==> config.mk <==
export PLATFORM = sky130hd
export DESIGN_NAME = change_dispenser
export DESIGN_NICKNAME = d
export VERILOG_FILES = /design/src/rtl/change_dispenser_pkg.sv /design/src/rtl/change_dispenser_coin_stock.sv /design/src/rtl/change_dispenser.sv
export SDC_FILE = /design/constraint.sdc
export NUM_CORES = 1
export LEC_CHECK = 0
export CAP_MARGIN = 25
export CORE_UTILIZATION = 40
export CTS_BUF_LIST = sky130_fd_sc_hd__clkbuf_4 sky130_fd_sc_hd__clkbuf_8
export CTS_CLUSTER_DIAMETER = 100
export DETAILED_ROUTE_END_ITERATION = 16
export PLACE_DENSITY = 0.7
export RECOVER_POWER = 25
export SLEW_MARGIN = 10
export SYNTH_ARGS = -nofsm -noshare
export SYNTH_HDL_FRONTEND = slang
export SYNTH_SLANG_ARGS = --single-unit
==> constraint.sdc <==
create_clock -name clk -period 2.1 [get_ports clk]
set_input_delay 0.42 -clock clk [delete_from_list [all_inputs] [get_ports clk]]
set_output_delay 0.42 -clock clk [all_outputs]
set_load 0.02 [all_outputs]
==> src/rtl/change_dispenser_pkg.sv <==
// Shared types and constants for the change dispenser: FSM states, coin
// identifiers, status codes and coin values.
package change_dispenser_pkg;

  typedef enum logic [2:0] {
    S_IDLE,
    S_SELECT,
    S_PAY,
    S_WAIT_ACK,
    S_DONE
  } state_t;

  // Encoding matches the refill_coin input (3 = ignored).
  typedef enum logic [1:0] {
    COIN_1  = 2'd0,
    COIN_5  = 2'd1,
    COIN_10 = 2'd2
  } coin_t;

  localparam logic [1:0] STATUS_OK       = 2'b00;
  localparam logic [1:0] STATUS_NO_STOCK = 2'b01;
  localparam logic [1:0] STATUS_TIMEOUT  = 2'b10;

  localparam logic [4:0] VALUE_1  = 5'd1;
  localparam logic [4:0] VALUE_5  = 5'd5;
  localparam logic [4:0] VALUE_10 = 5'd10;

  function automatic logic [4:0] coin_value(input coin_t c);
    case (c)
      COIN_10: return VALUE_10;
      COIN_5:  return VALUE_5;
      default: return VALUE_1;
    endcase
  endfunction

endpackage

==> src/rtl/change_dispenser_coin_stock.sv <==
// Three 4-bit saturating coin stock counters with refill, single-coin
// decrement and empty flags.
module coin_stock
  import change_dispenser_pkg::*;
#(
  parameter int STOCK_INIT = 8
) (
  input  logic       clk,
  input  logic       reset,
  input  logic       refill_valid,
  input  logic [1:0] refill_coin,
  input  logic [3:0] refill_count,
  input  logic       dec_valid,
  input  coin_t      dec_coin,
  output logic [2:0] empty
);

  logic [3:0] stock     [3];
  logic [3:0] stock_nxt [3];
  logic [4:0] sum       [3];

  // Refill and decrement combine first, then saturate, so a same-cycle
  // ack and refill give stock - 1 + refill_count clipped at 15.
  always_comb begin
    for (int i = 0; i < 3; i++) begin
      sum[i]       = {1'b0, stock[i]};
      if (refill_valid && (refill_coin == 2'(i)))
        sum[i] = sum[i] + {1'b0, refill_count};
      if (dec_valid && (2'(dec_coin) == 2'(i)) && (sum[i] != 5'd0))
        sum[i] = sum[i] - 5'd1;
      stock_nxt[i] = (sum[i] > 5'd15) ? 4'd15 : sum[i][3:0];
      empty[i]     = (stock[i] == 4'd0);
    end
  end

  always_ff @(posedge clk) begin
    for (int i = 0; i < 3; i++) begin
      if (reset) stock[i] <= 4'(STOCK_INIT);
      else       stock[i] <= stock_nxt[i];
    end
  end

endmodule

==> src/rtl/change_dispenser.sv <==
// Change payout controller: pays largest eligible coin first and waits for a
// hopper ack per coin. Stock tracking is enabled by CHANGE_DISPENSER_STOCK_EN.
module change_dispenser
  import change_dispenser_pkg::*;
#(
  parameter int ACK_TIMEOUT = 16,
  parameter int STOCK_INIT  = 8
) (
  input  logic       clk,
  input  logic       reset,
  input  logic       req_valid,
  input  logic [4:0] req_amount,
  output logic       req_ready,
  output logic       pay1,
  output logic       pay5,
  output logic       pay10,
  input  logic       hopper_ack,
  input  logic       refill_valid,
  input  logic [1:0] refill_coin,
  input  logic [3:0] refill_count,
  output logic       done,
  output logic [1:0] status,
  output logic [4:0] owed,
  output state_t     state_dbg
);

  localparam int TW = (ACK_TIMEOUT > 1) ? $clog2(ACK_TIMEOUT) : 1;
  localparam logic [TW-1:0] TLAST = TW'(ACK_TIMEOUT - 1);

  // Request handshake: a request transfers on a cycle where req_valid and
  // req_ready are both high; req_ready is high only in IDLE.
  state_t          state, state_nxt;
  logic [4:0]      remaining, remaining_nxt;
  coin_t           coin_sel, coin_nxt;
  logic [TW-1:0]   tcnt, tcnt_nxt;
  logic [1:0]      status_r, status_nxt;
  logic            dec_valid;
  logic [2:0]      empty;

`ifdef CHANGE_DISPENSER_STOCK_EN
  coin_stock #(.STOCK_INIT(STOCK_INIT)) u_stock (
    .clk          (clk),
    .reset        (reset),
    .refill_valid (refill_valid),
    .refill_coin  (refill_coin),
    .refill_count (refill_count),
    .dec_valid    (dec_valid),
    .dec_coin     (coin_sel),
    .empty        (empty)
  );
`else
  logic unused_stock;
  assign empty        = 3'b000;
  assign unused_stock = ^{refill_valid, refill_coin, refill_count, dec_valid};
`endif

  assign state_dbg = state;

  always_ff @(posedge clk) begin
    if (reset) begin
      state     <= S_IDLE;
      remaining <= 5'd0;
      coin_sel  <= COIN_1;
      tcnt      <= '0;
      status_r  <= STATUS_OK;
    end else begin
      state     <= state_nxt;
      remaining <= remaining_nxt;
      coin_sel  <= coin_nxt;
      tcnt      <= tcnt_nxt;
      status_r  <= status_nxt;
    end
  end

  always_comb begin
    state_nxt     = state;
    remaining_nxt = remaining;
    coin_nxt      = coin_sel;
    tcnt_nxt      = tcnt;
    status_nxt    = status_r;
    dec_valid     = 1'b0;
    req_ready     = 1'b0;
    pay1          = 1'b0;
    pay5          = 1'b0;
    pay10         = 1'b0;
    done          = 1'b0;
    status        = STATUS_OK;
    owed          = 5'd0;
    case (state)
      S_IDLE: begin
        req_ready = 1'b1;
        if (req_valid) begin
          remaining_nxt = req_amount;
          status_nxt    = STATUS_OK;
          state_nxt     = S_SELECT;
        end
      end
      S_SELECT: begin
        if (remaining == 5'd0) begin
          state_nxt = S_DONE;
        end else if ((remaining >= VALUE_10) && !empty[COIN_10]) begin
          coin_nxt  = COIN_10;
          state_nxt = S_PAY;
        end else if ((remaining >= VALUE_5) && !empty[COIN_5]) begin
          coin_nxt  = COIN_5;
          state_nxt = S_PAY;
        end else if (!empty[COIN_1]) begin
          coin_nxt  = COIN_1;
          state_nxt = S_PAY;
        end else begin
          status_nxt = STATUS_NO_STOCK;
          state_nxt  = S_DONE;
        end
      end
      S_PAY: begin
        case (coin_sel)
          COIN_10: pay10 = 1'b1;
          COIN_5:  pay5  = 1'b1;
          default: pay1  = 1'b1;
        endcase
        tcnt_nxt  = '0;
        state_nxt = S_WAIT_ACK;
      end
      S_WAIT_ACK: begin
        // An ack in the final timeout cycle still wins over expiry.
        if (hopper_ack) begin
          remaining_nxt = remaining - coin_value(coin_sel);
          dec_valid     = 1'b1;
          state_nxt     = S_SELECT;
        end else if (tcnt == TLAST) begin
          status_nxt = STATUS_TIMEOUT;
          state_nxt  = S_DONE;
        end else begin
          tcnt_nxt = tcnt + TW'(1);
        end
      end
      S_DONE: begin
        done      = 1'b1;
        status    = status_r;
        owed      = remaining;
        state_nxt = S_IDLE;
      end
      default: state_nxt = S_IDLE;
    endcase
  end

endmodule

==> key figures <==
Drt
  • Final ANT Viol Nets: 0
  • Via count: 1,020
  • Vias per cell: 5.514
  • Detailed-route DRC error count: 0
  • Count of routing violations after the opening detailed-route iteration: 21
  • Routed wire per std cell: 13.34 microns
  • Number of optimization iterations in the first detailed-route pass: 4
  • DRT Wirelength: 2467 microns

Yosys
  • Post-synthesis area per instance: 8.133 sq um
  • Count of cell types in the netlist: 41
  • Proportion of synthesized flip-flops having asynchronous set or reset: 0%
  • Number of flops mapped to enable cells by yosys: 0
  • Syn Std Cell Area: 1057 sq um
  • Portion of the post-synthesis area used by sequential elements: 28.40%
  • Post-synthesis cell count: 130
  • Yosys reg bits: 15
  • Top_reg_cell synth: sky130_fd_sc_hd__dfxtp_1
  • Number of warnings issued by yosys: 0
  • Leading cell types by count after synthesis: sky130_fd_sc_hd__dfxtp_1 (15), sky130_fd_sc_hd__inv_1 (10), sky130_fd_sc_hd__a21oi_1 (8), sky130_fd_sc_hd__nor2_1 (8), sky130_fd_sc_hd__nor3_1 (8)
  • Portion of synthesized cell area occupied by the leading cell type: 28.40%
  • Area contributors post-synth: sky130_fd_sc_hd__dfxtp_1 (28%), sky130_fd_sc_hd__ha_1 (8.3%), sky130_fd_sc_hd__a21oi_1 (3.8%)
  • Synthesized net count: 154
  • Most used standard cell by instance count after synthesis: sky130_fd_sc_hd__dfxtp_1
  • Cell type with the largest total area after synthesis: sky130_fd_sc_hd__dfxtp_1

Clock network
  • Number of CTS-inserted buffers: 3
  • Post-CTS Setup Bufs: 0
  • Insertion delay of the later-clocked pin in the worst-skew pair: 0.29 ns
  • Clock-pin slew on the worst setup and hold paths: 0.10 ns
  • H-tree depth: 1
  • CTS tree: done
  • Library cell used as clock root buffer: sky130_fd_sc_hd__clkbuf_4
  • Maximum count of clock buffers along a single path: 2
  • Number of clock sinks: 15

Pwr
  • Sequential group share of total power: 42.4%
  • Power density normalized to cell area: 590.2 nW/um^2
  • Fraction of power consumed by combinational cells: 35.1%
  • Total Power: 0.7916 mW
  • Switching component of the power: 0.2879 mW
  • Portion of total power attributed to the clock network: 22.5%
  • Worst IR drop on VDD: 0.4958 mV
  • Static leakage: 0.5444 nW
  • Switching power share of the total: 36.36%
  • Internal cell power: 0.5038 mW

Cells and area
  • Synthesis-to-finish area growth: 26.86%
  • Register Area: 301.5 sq um
  • Footprint of the multi-input gates: 685.7 sq um
  • Layout fillers: 258
  • Final std cell area, no fill: 1341 sq um
  • Antenna diode count: 0
  • Net total in the final layout: 180
  • Ratio of cells with drive above 1 in the final layout: 10.97%

Die
  • Initial Utilization: 42.68%
  • Die Width: 53.41 microns
  • Chip height: 53.41 microns
  • Cell Rows: 18
  • Die area: 2853 sq um
  • # IOs: 31
  • CORE AREA: 2477 sq um

Timing
  • Worst Hold Slack: 0.4940 ns
  • Post-layout worst setup margin: 0.1053 ns
  • Timing-limited maximum frequency: 501.3 MHz
  • Tightest Pin Transition: 0.5451 ns
  • Share of the clock period used by the worst path after layout: 94.98%
  • Worst slew margin relative to its limit: 63.66%
  • Setup TNS: 0 ns
  • Final hold viol count: 0
  • Worst clock skew: 0.004848 ns
  • Unrepaired setup endpoints after global routing: false
  • Number of setup violations in the final report: 0
  • Tmin final: 1.995 ns
  • Max-slew violation total from the final report: 0

Place
  • Placement Cell Area: 1328 sq um
  • Buffers added on ports: 22
  • Final GP Congestion: 0.8978
  • HPWL after DPL: 1897 microns
  • Post-place setup slack: 0.1521 ns

Global route
  • Total overflow reported by the global router: 0
  • Largest net degree at the start of global routing: 14
  • Number of antenna violations at the first check in global routing: 0
  • Total global routing track utilization: 20.28%
  • Vias in the first global route: 937
  • Wire length of the first global-routing pass: 4153 microns

Run
  • Maximum Capacitance Violations: 0

Setup path
  • Critical path endpoint category: output pin
  • Critical setup path kind: reg2out
  • CP Max Fanout: 7
  • Arr. time, crit path: 1.57 ns
  • CP Launch Type: flip-flop
  • Required time at the worst-slack endpoint: 1.68 ns

Status
  • Run status: complete, no violations

Min path
  • Class of the most critical hold timing path: reg2reg
## cell type report
type                    instances  share of cell area, %
clock buffers                   3                  1.679
clock inverters                 1                 0.3731
inverters                      10                  2.798
multi-input cells              97                  51.12
flip-flops and latches         15                  22.48
well taps                      30                  2.798
repair buffers                 29                  18.75
## registers in the layout, summed over array words and instances (netlist names)
| signal | cells |
|---|---|
| coin_sel | 2 |
| remaining | 5 |
| state_dbg | 3 |
| status_r | 1 |
| tcnt | 4 |
## final timing paths
kind | startpoint | cells after the start | slack (ns) | endpoint
worst max-delay path | state_dbg[1] | 2 | 0.11 | state_dbg[1]
worst min-delay path | state_dbg[2] | 1 | 0.49 | state_dbg[0]
worst max register to register | coin_sel[0] | 10 | 0.22 | remaining[4]
worst min register to register | state_dbg[2] | 1 | 0.49 | state_dbg[0]
## timing repair
item	4_1_cts	5_1_grt
endpoints found under the hold margin	0	0
setup endpoints to repair	11	1
hold buffers	0	0
gates resized for setup	12	2
## metrics by stage
step / util (%) / instances
3_5_place_dp: 53.59 / 181
2_1_floorplan: - / 130
3_3_place_gp: 53.59 / 181
5_1_grt: 54.14 / 185
6_report: 54.14 / 185
4_1_cts: 54.39 / 185
## kinds of logic after synthesis
| group | synth area share, % |
|---|---|
| other | 0.3547 |
| flip-flops | 28.40 |
| AO/OA/AOI/OAI | 22.72 |
| adder cells (fa/ha/maj) | 10.18 |
| XOR/XNOR | 1.657 |
| AND/OR/NAND/NOR | 25.09 |
| multiplexers | 3.787 |
| buffers and inverters | 7.811 |
## critical path, stage by stage (launching register included)
cell,delay (ns)
sky130_fd_sc_hd__dfxtp_1,0.47
sky130_fd_sc_hd__buf_4,0.20
sky130_fd_sc_hd__clkdlybuf4s50_1,0.60
## power by group through the flow
stage	combinational, mW	clock [mW]	sequential (mW)
2_1_floorplan	0.199	0	0.336
3_3_place_gp	0.277	0	0.340
3_5_place_dp	0.284	0	0.341
4_1_cts	0.280	0.185	0.336
5_1_grt	0.308	0.197	0.340
6_report	0.278	0.178	0.336
## cell usage in the layout (no fill, tap or decap), types with 2 or more instances in the layout
master / synthesis / final
sky130_fd_sc_hd__dfxtp_1: 15 / 14
sky130_fd_sc_hd__a211oi_1: 4 / 4
sky130_fd_sc_hd__nand3b_1: 2 / 2
sky130_fd_sc_hd__dlygate4sd2_1: 0 / 11
sky130_fd_sc_hd__nand3_1: 4 / 4
sky130_fd_sc_hd__a21oi_1: 8 / 8
sky130_fd_sc_hd__inv_1: 10 / 9
sky130_fd_sc_hd__o211ai_1: 2 / 2
sky130_fd_sc_hd__o21ai_0: 4 / 4
sky130_fd_sc_hd__nand2b_1: 3 / 3
sky130_fd_sc_hd__clkdlybuf4s50_1: 0 / 11
sky130_fd_sc_hd__nor4_1: 4 / 4
sky130_fd_sc_hd__nor2_1: 8 / 8
sky130_fd_sc_hd__a21o_1: 3 / 3
sky130_fd_sc_hd__clkbuf_1: 2 / 2
sky130_fd_sc_hd__ha_1: 7 / 7
sky130_fd_sc_hd__a31oi_1: 6 / 6
sky130_fd_sc_hd__nor3b_1: 2 / 2
sky130_fd_sc_hd__and2_1: 5 / 5
sky130_fd_sc_hd__buf_4: 1 / 5
sky130_fd_sc_hd__mux2i_1: 4 / 4
sky130_fd_sc_hd__nand2_1: 6 / 6
sky130_fd_sc_hd__nor3_1: 8 / 7
sky130_fd_sc_hd__clkbuf_4: 0 / 3
## layer usage
metal	routed length (microns)	GRT usage [%]
met5	0	0
met2	1177	33.75
met1	1159	25.00
met4	15	5.702
met3	113	5.747
(Power assumes the default switching activity.)
